`config.mk`:
```
export PLATFORM = sky130hd
export DESIGN_NAME = uart_tx
export DESIGN_NICKNAME = d
export VERILOG_FILES = /design/src/rtl/uart_tx.sv
export SDC_FILE = /design/constraint.sdc
export NUM_CORES = 1
export LEC_CHECK = 0
export CAP_MARGIN = 25
export CORE_MARGIN = 3
export CORE_UTILIZATION = 54
export DETAILED_ROUTE_END_ITERATION = 10
export GPL_ROUTABILITY_DRIVEN = 0
export MAX_ROUTING_LAYER = met4
export PLACE_DENSITY = 0.79
export SYNTH_ARGS = -nofsm -noshare
export SYNTH_HDL_FRONTEND = slang
export SYNTH_SLANG_ARGS = --single-unit
```
`constraint.sdc`:
```
create_clock -name CLK -period 2.85 [get_ports CLK]
set_input_delay 0.4275 -clock CLK [delete_from_list [all_inputs] [get_ports CLK]]
set_output_delay 0.4275 -clock CLK [all_outputs]
set_load 0.02 [all_outputs]
```
`src/rtl/uart_tx.sv`:
```
// UART transmitter: start, LSB-first data, optional parity and one stop bit, each Prescaler CLK cycles wide.
// Define UART_TX_HOLD_EN for a one-entry holding register (TX_Full) that chains frames with no idle gap.
module uart_tx #(
    parameter int Data_Width = 8
) (
    input  logic                  CLK,
    input  logic                  RST,
    input  logic [Data_Width-1:0] P_DATA,
    input  logic                  Data_Valid,
    input  logic                  PAR_EN,
    input  logic                  PAR_TYP,
    input  logic [4:0]            Prescaler,
    output logic                  TX_OUT,
`ifdef UART_TX_HOLD_EN
    output logic                  TX_Full,
`endif
    output logic                  Busy
);

    typedef enum logic [2:0] {IDLE, START, DATA, PARITY, STOP} state_t;

    state_t                  state_q, state_d;
    logic [4:0]              cnt_q, cnt_d;
    logic [2:0]              bit_q, bit_d;
    logic [Data_Width-1:0]   shift_q, shift_d;
    logic                    pen_q, pen_d;
    logic                    par_q, par_d;
    logic [4:0]              pre_q, pre_d;
    logic                    tx_q, tx_d;
    logic                    busy_q, busy_d;

    logic                    term;
    logic                    load;
    logic [Data_Width-1:0]   ld_data;
    logic                    ld_pen, ld_typ;
    logic [4:0]              ld_pre;

`ifdef UART_TX_HOLD_EN
    logic                    hfull_q, hfull_d;
    logic [Data_Width-1:0]   hdata_q, hdata_d;
    logic                    hpen_q, hpen_d;
    logic                    htyp_q, htyp_d;
    logic [4:0]              hpre_q, hpre_d;
`endif

    always_comb begin
        state_d = state_q;
        cnt_d   = cnt_q;
        bit_d   = bit_q;
        shift_d = shift_q;
        pen_d   = pen_q;
        par_d   = par_q;
        pre_d   = pre_q;
        load    = 1'b0;
        ld_data = P_DATA;
        ld_pen  = PAR_EN;
        ld_typ  = PAR_TYP;
        ld_pre  = Prescaler;
        term    = (cnt_q == pre_q - 5'd1);
`ifdef UART_TX_HOLD_EN
        hfull_d = hfull_q;
        hdata_d = hdata_q;
        hpen_d  = hpen_q;
        htyp_d  = htyp_q;
        hpre_d  = hpre_q;
`endif

        if (state_q != IDLE) cnt_d = term ? 5'd0 : cnt_q + 5'd1;

        case (state_q)
            IDLE:   if (Data_Valid) load = 1'b1;
            START:  if (term) state_d = DATA;
            DATA: begin
                if (term) begin
                    shift_d = shift_q >> 1;
                    if (bit_q == 3'(Data_Width - 1)) begin
                        bit_d   = 3'd0;
                        state_d = pen_q ? PARITY : STOP;
                    end else begin
                        bit_d = bit_q + 3'd1;
                    end
                end
            end
            PARITY: if (term) state_d = STOP;
            STOP: begin
                if (term) begin
                    state_d = IDLE;
`ifdef UART_TX_HOLD_EN
                    // A pending word launches straight from STOP; otherwise a request
                    // arriving right on the boundary is taken directly instead of held.
                    if (hfull_q) begin
                        load    = 1'b1;
                        ld_data = hdata_q;
                        ld_pen  = hpen_q;
                        ld_typ  = htyp_q;
                        ld_pre  = hpre_q;
                        hfull_d = 1'b0;
                    end else if (Data_Valid) begin
                        load = 1'b1;
                    end
`endif
                end
            end
            default: state_d = IDLE;
        endcase

`ifdef UART_TX_HOLD_EN
        if (state_q != IDLE && !(state_q == STOP && term) && Data_Valid && !hfull_q) begin
            hfull_d = 1'b1;
            hdata_d = P_DATA;
            hpen_d  = PAR_EN;
            htyp_d  = PAR_TYP;
            hpre_d  = Prescaler;
        end
`endif

        if (load) begin
            state_d = START;
            cnt_d   = 5'd0;
            bit_d   = 3'd0;
            shift_d = ld_data;
            pen_d   = ld_pen;
            par_d   = (^ld_data) ^ ld_typ;
            pre_d   = (ld_pre < 5'd2) ? 5'd2 : ld_pre;
        end

        // Line level is registered from the next state so TX_OUT is a pure flop.
        case (state_d)
            START:   tx_d = 1'b0;
            DATA:    tx_d = shift_d[0];
            PARITY:  tx_d = par_d;
            default: tx_d = 1'b1;
        endcase
        busy_d = (state_d != IDLE);
    end

    always_ff @(posedge CLK or negedge RST) begin
        if (!RST) begin
            state_q <= IDLE;
            cnt_q   <= '0;
            bit_q   <= '0;
            shift_q <= '0;
            pen_q   <= 1'b0;
            par_q   <= 1'b0;
            pre_q   <= '0;
            tx_q    <= 1'b1;
            busy_q  <= 1'b0;
        end else begin
            state_q <= state_d;
            cnt_q   <= cnt_d;
            bit_q   <= bit_d;
            shift_q <= shift_d;
            pen_q   <= pen_d;
            par_q   <= par_d;
            pre_q   <= pre_d;
            tx_q    <= tx_d;
            busy_q  <= busy_d;
        end
    end

`ifdef UART_TX_HOLD_EN
    always_ff @(posedge CLK or negedge RST) begin
        if (!RST) begin
            hfull_q <= 1'b0;
            hdata_q <= '0;
            hpen_q  <= 1'b0;
            htyp_q  <= 1'b0;
            hpre_q  <= '0;
        end else begin
            hfull_q <= hfull_d;
            hdata_q <= hdata_d;
            hpen_q  <= hpen_d;
            htyp_q  <= htyp_d;
            hpre_q  <= hpre_d;
        end
    end

    assign TX_Full = hfull_q;
`endif

    assign TX_OUT = tx_q;
    assign Busy   = busy_q;

endmodule

```
# Yosys cells after proc, flatten, opt, wreduce, memory -nomap -nowiden
# Index checks and enable logic that the tools add are counted.
# op_classes
add_sub_neg	3
mul	0
div_mod_pow	0
magnitude_cmp	1
eq_ne	9
n_shift	0
muxes	23
bitwise_logic	1
n_reduce_logical	8
# ops
operator	n
$mux W3	11
$mux W8	3
$mux W5	4
$pmux W3 S5	1
$eq A3 B2 Y1 const B	4
$reduce_xor A8 Y1	1
$eq A3 B1 Y1 const B	2
$eq A3 B3 Y1 const B	2
$reduce_bool A2 Y1	3
$reduce_bool A3 Y1	2
$add A5 B1 Y5 const B	1
$eq A5 B5 Y1	1
$lt A5 B2 Y1 const B	1
$sub A5 B1 Y5 const B	1
$add A3 B1 Y3 const B	1
$logic_not A3 Y1	1
$mux W1	3
$pmux W1 S3	1
$reduce_and A2 Y1	1
$xor A1 B1 Y1	1
# totals
ff_bits	28
latch_bits	0
ram_bits	0
mem_bits_ro	0
input_bits	18
out_inout_bits	2
wordCells	55
memories	0

# Logic depth before layout (Yosys ltp)
# Gate-level depths: netlist of run 1.
# depth
word_depth	7
ltp_mapped	9
mapped_depth_nobuf	8

# Worst setup path before layout of run 1
# Ideal clock, no wire load.
# synth_timing
path_type	register to register
from	register pre_q[0]
to	register busy_q (netlist: Busy)
setup_time_ps	131
arrival_time_ps	2123
required_time_ps	2719
slack_ps	596
stages_incl_launch_ff	10
n_path_buf	1
synth_period_minus_slack_ps	2254
cell_sequence	dfrtp_1 -> inv_1 -> ha_1 -> nor2b_1 -> or3_1 -> a311oi_2 -> buf_4 -> a21o_2 -> nor2_1 -> or3_1
# synth_between
elab_chain_cells	6
word_cells_on_any_way	9
classes_between	add/sub: 1; eq/ne: 1; mux: 6; reduce/logical: 1
# synth_rtl
item	line	source
start, declared	28	logic [4:0] pre_q, pre_d;
start signal, assigned	155	pre_q <= pre_d;
$sub A5 B1 Y5 *	59	term = (cnt_q == pre_q - 5'd1);
$eq A5 B5 Y1 *	59	
$mux W3, on equally long branches	n/a	
$pmux W3 S5 *	70	case (state_q)
$mux W3 *	117	if (load) begin
net state_d[0]	22	state_t state_q, state_d;
$reduce_bool A3 Y1 *	134	busy_d = (state_d != IDLE);
net busy_d	30	logic busy_q, busy_d;
end signal, assigned	157	busy_q <= busy_d;
end, declared	30	
# Mark *: on every way through the listed nets, which the timed path passes. The rest lies on a longest branch.
# A chain may end at the register's enable or synchronous reset.

# Final worst setup path of run 1
# Ends and elaborated chain as after synthesis.

==> key figures, run 1 <==
Timing
  – Final period utilization: 0.859
  – Fin. max-slew vios: 0
  – Least-Margin Pin Slew: 0.461 ns
  – Skew final: 0.00406 ns
  – Rel. slew slack: 0.690
  – Final setup viols: 0
  – Tmin final: 2.45 ns
  – Fmax: 409 MHz
  – Setup TNS: 0 ns
  – Hold Vio Cnt, Final: 0
  – Post-route setup slack: 0.402 ns
  – RSZ-0062 raised after global routing: false

Final layout
  – Commonest non-fill, non-tap cell in the layout: nand2_1
  – Commonest non-fill, non-tap cells in the layout: 30 x nand2_1, 27 x dfrtp_1, 19 x clkdlybuf4s50_1, 11 x nor2_1, 11 x o21ai_0
  – Layout cell share with drive strength beyond 1: 0.0847
  – Nets: 200
  – Layout Cells excl Fill: 207
  – Area grow syn2layout: 18.9%
  – ANT cells: 0

Logic synthesis
  – Post-synthesis cell type count: 41
  – Avg Cell Area, Syn: 9.69 um2
  – Seq/Total Area, Yosys: 0.467
  – Synth Net Count: 177
  – Cells after Synth: 155
  – Ys async rst share: 1.00
  – Primary FF master, synth: dfrtp_1
  – FF+latch count, synth: 28
  – Yosys Warn Count: 0
  – Post-synth EDFFs: 0
  – Syn Std Cell Area: 1500 um2

Critical path
  – Req. time, crit path: 3.08 ns
  – Critical-path cell list: inv_1 -> ha_1 -> nor2b_1 -> or3_1 -> a311oi_2 -> buf_4 -> a21o_2 -> nor2_1 -> or3_1
  – Setup Crit Path Kind: reg -> reg
  – Worst Setup End Kind: flop
  – Worst-path fanout max: 11
  – CP Launch Type: flop
  – CP dominant cell by count: or3_1
  – CP arrival: 2.68 ns
  – Slowest-stage cell, CP: dfrtp_1
  – CP peak stage delay: 0.44 ns

Power and ir drop
  – Worst vdd ir: 580 uV
  – Total power: 1.72 mW
  – Cell leakage power: 0.863 nW
  – Power per cell area: 966 nW/um2

Floorplanning
  – Core area: 2570 um2
  – Die ar.: 3450 um2
  – Die width: 58.7 um
  – # IOs: 20
  – Row cnt: 18
  – Initial Util: 0.585
  – Die Height: 58.7 um

Clock tree
  – CTS tree: built
  – Post-CTS sizing: 0
  – Clock Latency Late Sink: 0.33 ns
  – Reg clk slew, reported paths: 0.15 ns
  – CTS root buffer: clkbuf_4
  – Sink Count: 28
  – Post-CTS Setup Inserts: 0
  – Post-CTS Hold Fix Bufs: 0
  – CTS Buf Count: 3
  – Clk buf depth: 2
  – H-tree Lvls: 1

Global route
  – Vias in the first global route: 1,199
  – Largest net degree at the start of global routing: 29
  – Total GRT Usage: 0.204
  – Initial antenna violation count: 0
  – Grt total ovfl: 0
  – Global-route wire length before repair: 5290 um

Place
  – Placed cell count: 203
  – PortBufs: 19
  – Dpl hpwl: 2230 um
  – Pre-CTS setup slack: 0.423 ns

Route
  – Post-Route WL: 2980 um
  – DRT antenna net count: 0
  – Wire length per cell: 14.4 um
  – DR vias: 1,175
  – DRT iter0 DRCs: 30
  – # DRC: 0
  – Drt pass-1 iters: 4
  – Vias per cell: 5.68

Flow run
  – Max-cap viol count: 0

Status
  – Status: complete, no violations

Hold path
  – Worst min path class: in -> async
-- report_power, final --
part	internal [mW]	switching, mW
sequential	0.582	0.159
clock	0.142	0.119
combinational	0.342	0.380
total	1.07	0.658
-- metal layers --
metal | global-route usage | up-vias | routed length, um
li1 | - | 574 | -
met1 | 0.261 | 570 | 1370
met2 | 0.328 | 26 | 1460
met3 | 0.0395 | 5 | 116
met4 | 0.0615 | 0 | 39
met5 | - | - | 0
-- state kept, by name (all words and copies together) (netlist names) --
| register | count |
|---|---|
| Busy | 1 |
| TX_OUT | 1 |
| bit_q | 3 |
| cnt_q | 5 |
| par_q | 1 |
| pen_q | 1 |
| pre_q | 5 |
| shift_q | 8 |
| state_q | 3 |
-- per-stage QoR --
step	hold slack, ns	cell area, um2	utilization
3_5_place_dp	0.498	1730	0.675
2_1_floorplan	0.132	1500	-
5_1_grt	0.472	1790	0.695
6_report	0.445	1790	0.695
4_1_cts	0.459	1790	0.695
3_3_place_gp	0.487	1730	0.675
-- kinds of logic after synthesis --
kind of cell | after synthesis | synth area share
buffers and inverters | 9 | 0.0250
DFF | 28 | 0.468
and+or+nand+nor | 64 | 0.209
adders and majority gates | 4 | 0.0333
AOI/OAI and AO/OA | 27 | 0.115
xor gates and xnor gates | 15 | 0.0967
muxes | 8 | 0.0533
-- worst max-delay path, delay by kind of cell, from the launching register on --
| family | cells | cell delay [ns] |
|---|---|---|
| and+or+nand+nor | 4 | 0.91 |
| AOI/OAI and AO/OA | 2 | 0.47 |
| DFF | 1 | 0.44 |
| buffers and inverters | 2 | 0.29 |
| adders and majority gates | 1 | 0.23 |
-- final cells by class --
| type | count | area, um2 |
|---|---|---|
| fillers | 198 | 782 |
| multi-input cells | 118 | 762 |
| flip-flops and latches | 28 | 702 |
| repair buffers | 22 | 213 |
| well taps | 30 | 37.5 |
| clock inverters | 1 | 30.0 |
| clock buffers | 3 | 22.5 |
| inverters | 5 | 18.8 |
-- worst paths after layout --
path	start	endpoint	slack, ns	cells after the start
max in group asynchronous	RST	TX_OUT$_DFF_PN1_	2.11	2
worst max-delay path	pre_q[0]$_DFFE_PN0P_	Busy$_DFF_PN0_	0.40	9
worst min register to register	pre_q[4]$_DFFE_PN0P_	pre_q[4]$_DFFE_PN0P_	0.53	2
worst min-delay path	RST	pre_q[4]$_DFFE_PN0P_	0.45	2
min in group CLK	pre_q[4]$_DFFE_PN0P_	pre_q[4]$_DFFE_PN0P_	0.53	2
worst max register to register	pre_q[0]$_DFFE_PN0P_	Busy$_DFF_PN0_	0.40	9
-- Yosys cell counts (2+ instances only) --
cell      count  share of area
o211ai_1      2          0.010
xor2_1        7          0.041
nor2b_1       2         0.0083
clkbuf_1      3         0.0075
o21ai_1       3          0.010
nand2_1      30          0.075
nand4_1       2         0.0083
o21ai_0      11          0.037
or3_1         4          0.017
dfrtp_1      27           0.45
nor2_1       11          0.028
nor3_1        2         0.0067
xnor2_1       7          0.041
o22ai_1       2         0.0083
inv_1         5          0.013
mux2i_1       8          0.053
ha_1          4          0.033
a21oi_1       2         0.0067
(Power assumes the default switching activity.)
==> inputs of run 2 (changes only) <==
--- a/config.mk
+++ b/config.mk
@@ -11,7 +11,7 @@
 export DETAILED_ROUTE_END_ITERATION = 10
 export GPL_ROUTABILITY_DRIVEN = 0
 export MAX_ROUTING_LAYER = met4
-export PLACE_DENSITY = 0.79
+export PLACE_DENSITY = 0.75
 export SYNTH_ARGS = -nofsm -noshare
 export SYNTH_HDL_FRONTEND = slang
 export SYNTH_SLANG_ARGS = --single-unit
==> key figures, run 2 (synthesis results as in run 1) <==
Clock tree
  – Reg clk slew, reported paths: 0.15 ns
  – CTS tree: built
  – Sink Count: 28
  – H-tree Lvls: 1
  – Post-CTS Setup Inserts: 0
  – Clock Latency Late Sink: 0.32 ns
  – CTS root buffer: clkbuf_4
  – Post-CTS Hold Fix Bufs: 0
  – Clk buf depth: 2
  – CTS Buf Count: 3
  – Post-CTS sizing: 0

Final layout
  – Most flops, register: shift_q
  – Commonest non-fill, non-tap cells in the layout: 30 x nand2_1, 27 x dfrtp_1, 19 x clkdlybuf4s50_1, 11 x nor2_1, 11 x o21ai_0
  – Area grow syn2layout: 18.9%
  – Largest register FFs: 8
  – Commonest non-fill, non-tap cell in the layout: nand2_1
  – FILL cells: 206
  – Multi-input logic area: 762 um2
  – Reg area: 702 um2
  – Layout cell share with drive strength beyond 1: 0.0847
  – Nets: 200
  – ANT cells: 0
  – Top Registers: shift_q x8, cnt_q x5, pre_q x5

Critical path
  – Setup Crit Path Kind: reg -> reg
  – Req. time, crit path: 3.07 ns
  – CP Launch Type: flop
  – FF-to-FF setup slack: 0.39 ns
  – Worst Setup End Kind: flop
  – Worst-path fanout max: 11
  – CP arrival: 2.68 ns

Floorplanning
  – Die width: 58.7 um
  – Row cnt: 18
  – # IOs: 20
  – Initial Util: 0.585
  – Core area: 2570 um2
  – Die ar.: 3450 um2
  – Die Height: 58.7 um

Power and ir drop
  – Total power: 1.70 mW
  – Worst vdd ir: 612 uV
  – Cell leakage power: 0.863 nW
  – Power per cell area: 951 nW/um2

Hold path
  – Worst min path class: in -> async

Route
  – Drt pass-1 iters: 4
  – # DRC: 0
  – DR vias: 1,138
  – Vias per cell: 5.50
  – Wire length per cell: 13.7 um
  – Post-Route WL: 2840 um
  – DRT iter0 DRCs: 46
  – DRT antenna net count: 0

Timing
  – Fin. max-slew vios: 0
  – Post-route setup slack: 0.389 ns
  – Worst Hold Slack: 0.458 ns
  – Final setup viols: 0
  – Skew final: 0.00152 ns
  – Rel. slew slack: 0.713
  – Tmin final: 2.46 ns
  – Setup TNS: 0 ns
  – Least-Margin Pin Slew: 0.427 ns
  – Fmax: 406 MHz
  – RSZ-0062 raised after global routing: false
  – Final period utilization: 0.863
  – Hold Vio Cnt, Final: 0

Flow run
  – Max-cap viol count: 0

Place
  – PortBufs: 19
  – Pre-CTS setup slack: 0.428 ns
  – Dpl hpwl: 2210 um

Global route
  – Vias in the first global route: 1,180
  – Initial antenna violation count: 0
  – Largest net degree at the start of global routing: 29
  – Grt total ovfl: 0
  – Total GRT Usage: 0.194
  – Global-route wire length before repair: 5070 um

Status
  – Status: complete, no violations
==> run 2: cell counts in the layout (fill, tap and decap cells not counted) <==
Identical to the previous run, type by type.
==> run 2: path summary, 6_finish.rpt <==
check	startpoint	to	depth (start not counted)
setup / recovery	pre_q[0]$_DFFE_PN0P_	Busy$_DFF_PN0_	9
hold / removal	RST	pre_q[4]$_DFFE_PN0P_	2
setup reg to reg	pre_q[0]$_DFFE_PN0P_	Busy$_DFF_PN0_	9
hold reg to reg	pre_q[4]$_DFFE_PN0P_	pre_q[4]$_DFFE_PN0P_	2
max in group asynchronous	RST	TX_OUT$_DFF_PN1_	2
min in group CLK	pre_q[4]$_DFFE_PN0P_	pre_q[4]$_DFFE_PN0P_	2
==> run 2: worst max-delay path, stage by stage (launching register included) <==
cell and delay (ns):
dfrtp_1 0.45, inv_1 0.07, ha_1 0.23, nor2b_1 0.13
or3_1 0.35, a311oi_2 0.33, buf_4 0.24, a21o_2 0.15
nor2_1 0.06, or3_1 0.36
==> run 2: metrics by stage <==
stage / cell area (um2) / utilization / instances
2_1_floorplan: 1500 / - / 155
3_3_place_gp: 1730 / 0.675 / 203
3_5_place_dp: 1730 / 0.675 / 203
4_1_cts: 1790 / 0.695 / 207
5_1_grt: 1790 / 0.695 / 207
6_report: 1790 / 0.695 / 207
==> run 2: routing by layer <==
layer | vias to the layer above | track usage | wire length (um)
met5 | - | - | 0
li1 | 572 | - | -
met1 | 551 | 0.238 | 1300
met4 | 0 | 0.0680 | 40
met2 | 11 | 0.325 | 1430
met3 | 4 | 0.0285 | 64
==> run 2: area by class of cell <==
cell class                      instances  share of cell area
Clock inverter                          1              0.0168
Clock buffer                            3              0.0126
Multi-Input combinational cell        118               0.427
Tap cell                               30              0.0210
Timing Repair Buffer                   22               0.119
Inverter                                5              0.0105
Sequential cell                        28               0.393
==> run 2: report_power, final <==
| part | internal (mW) | leakage (nW) | switching (mW) |
|---|---|---|---|
| clock network | 0.142 | 0.0279 | 0.116 |
| logic | 0.342 | 0.492 | 0.364 |
| registers | 0.582 | 0.343 | 0.152 |
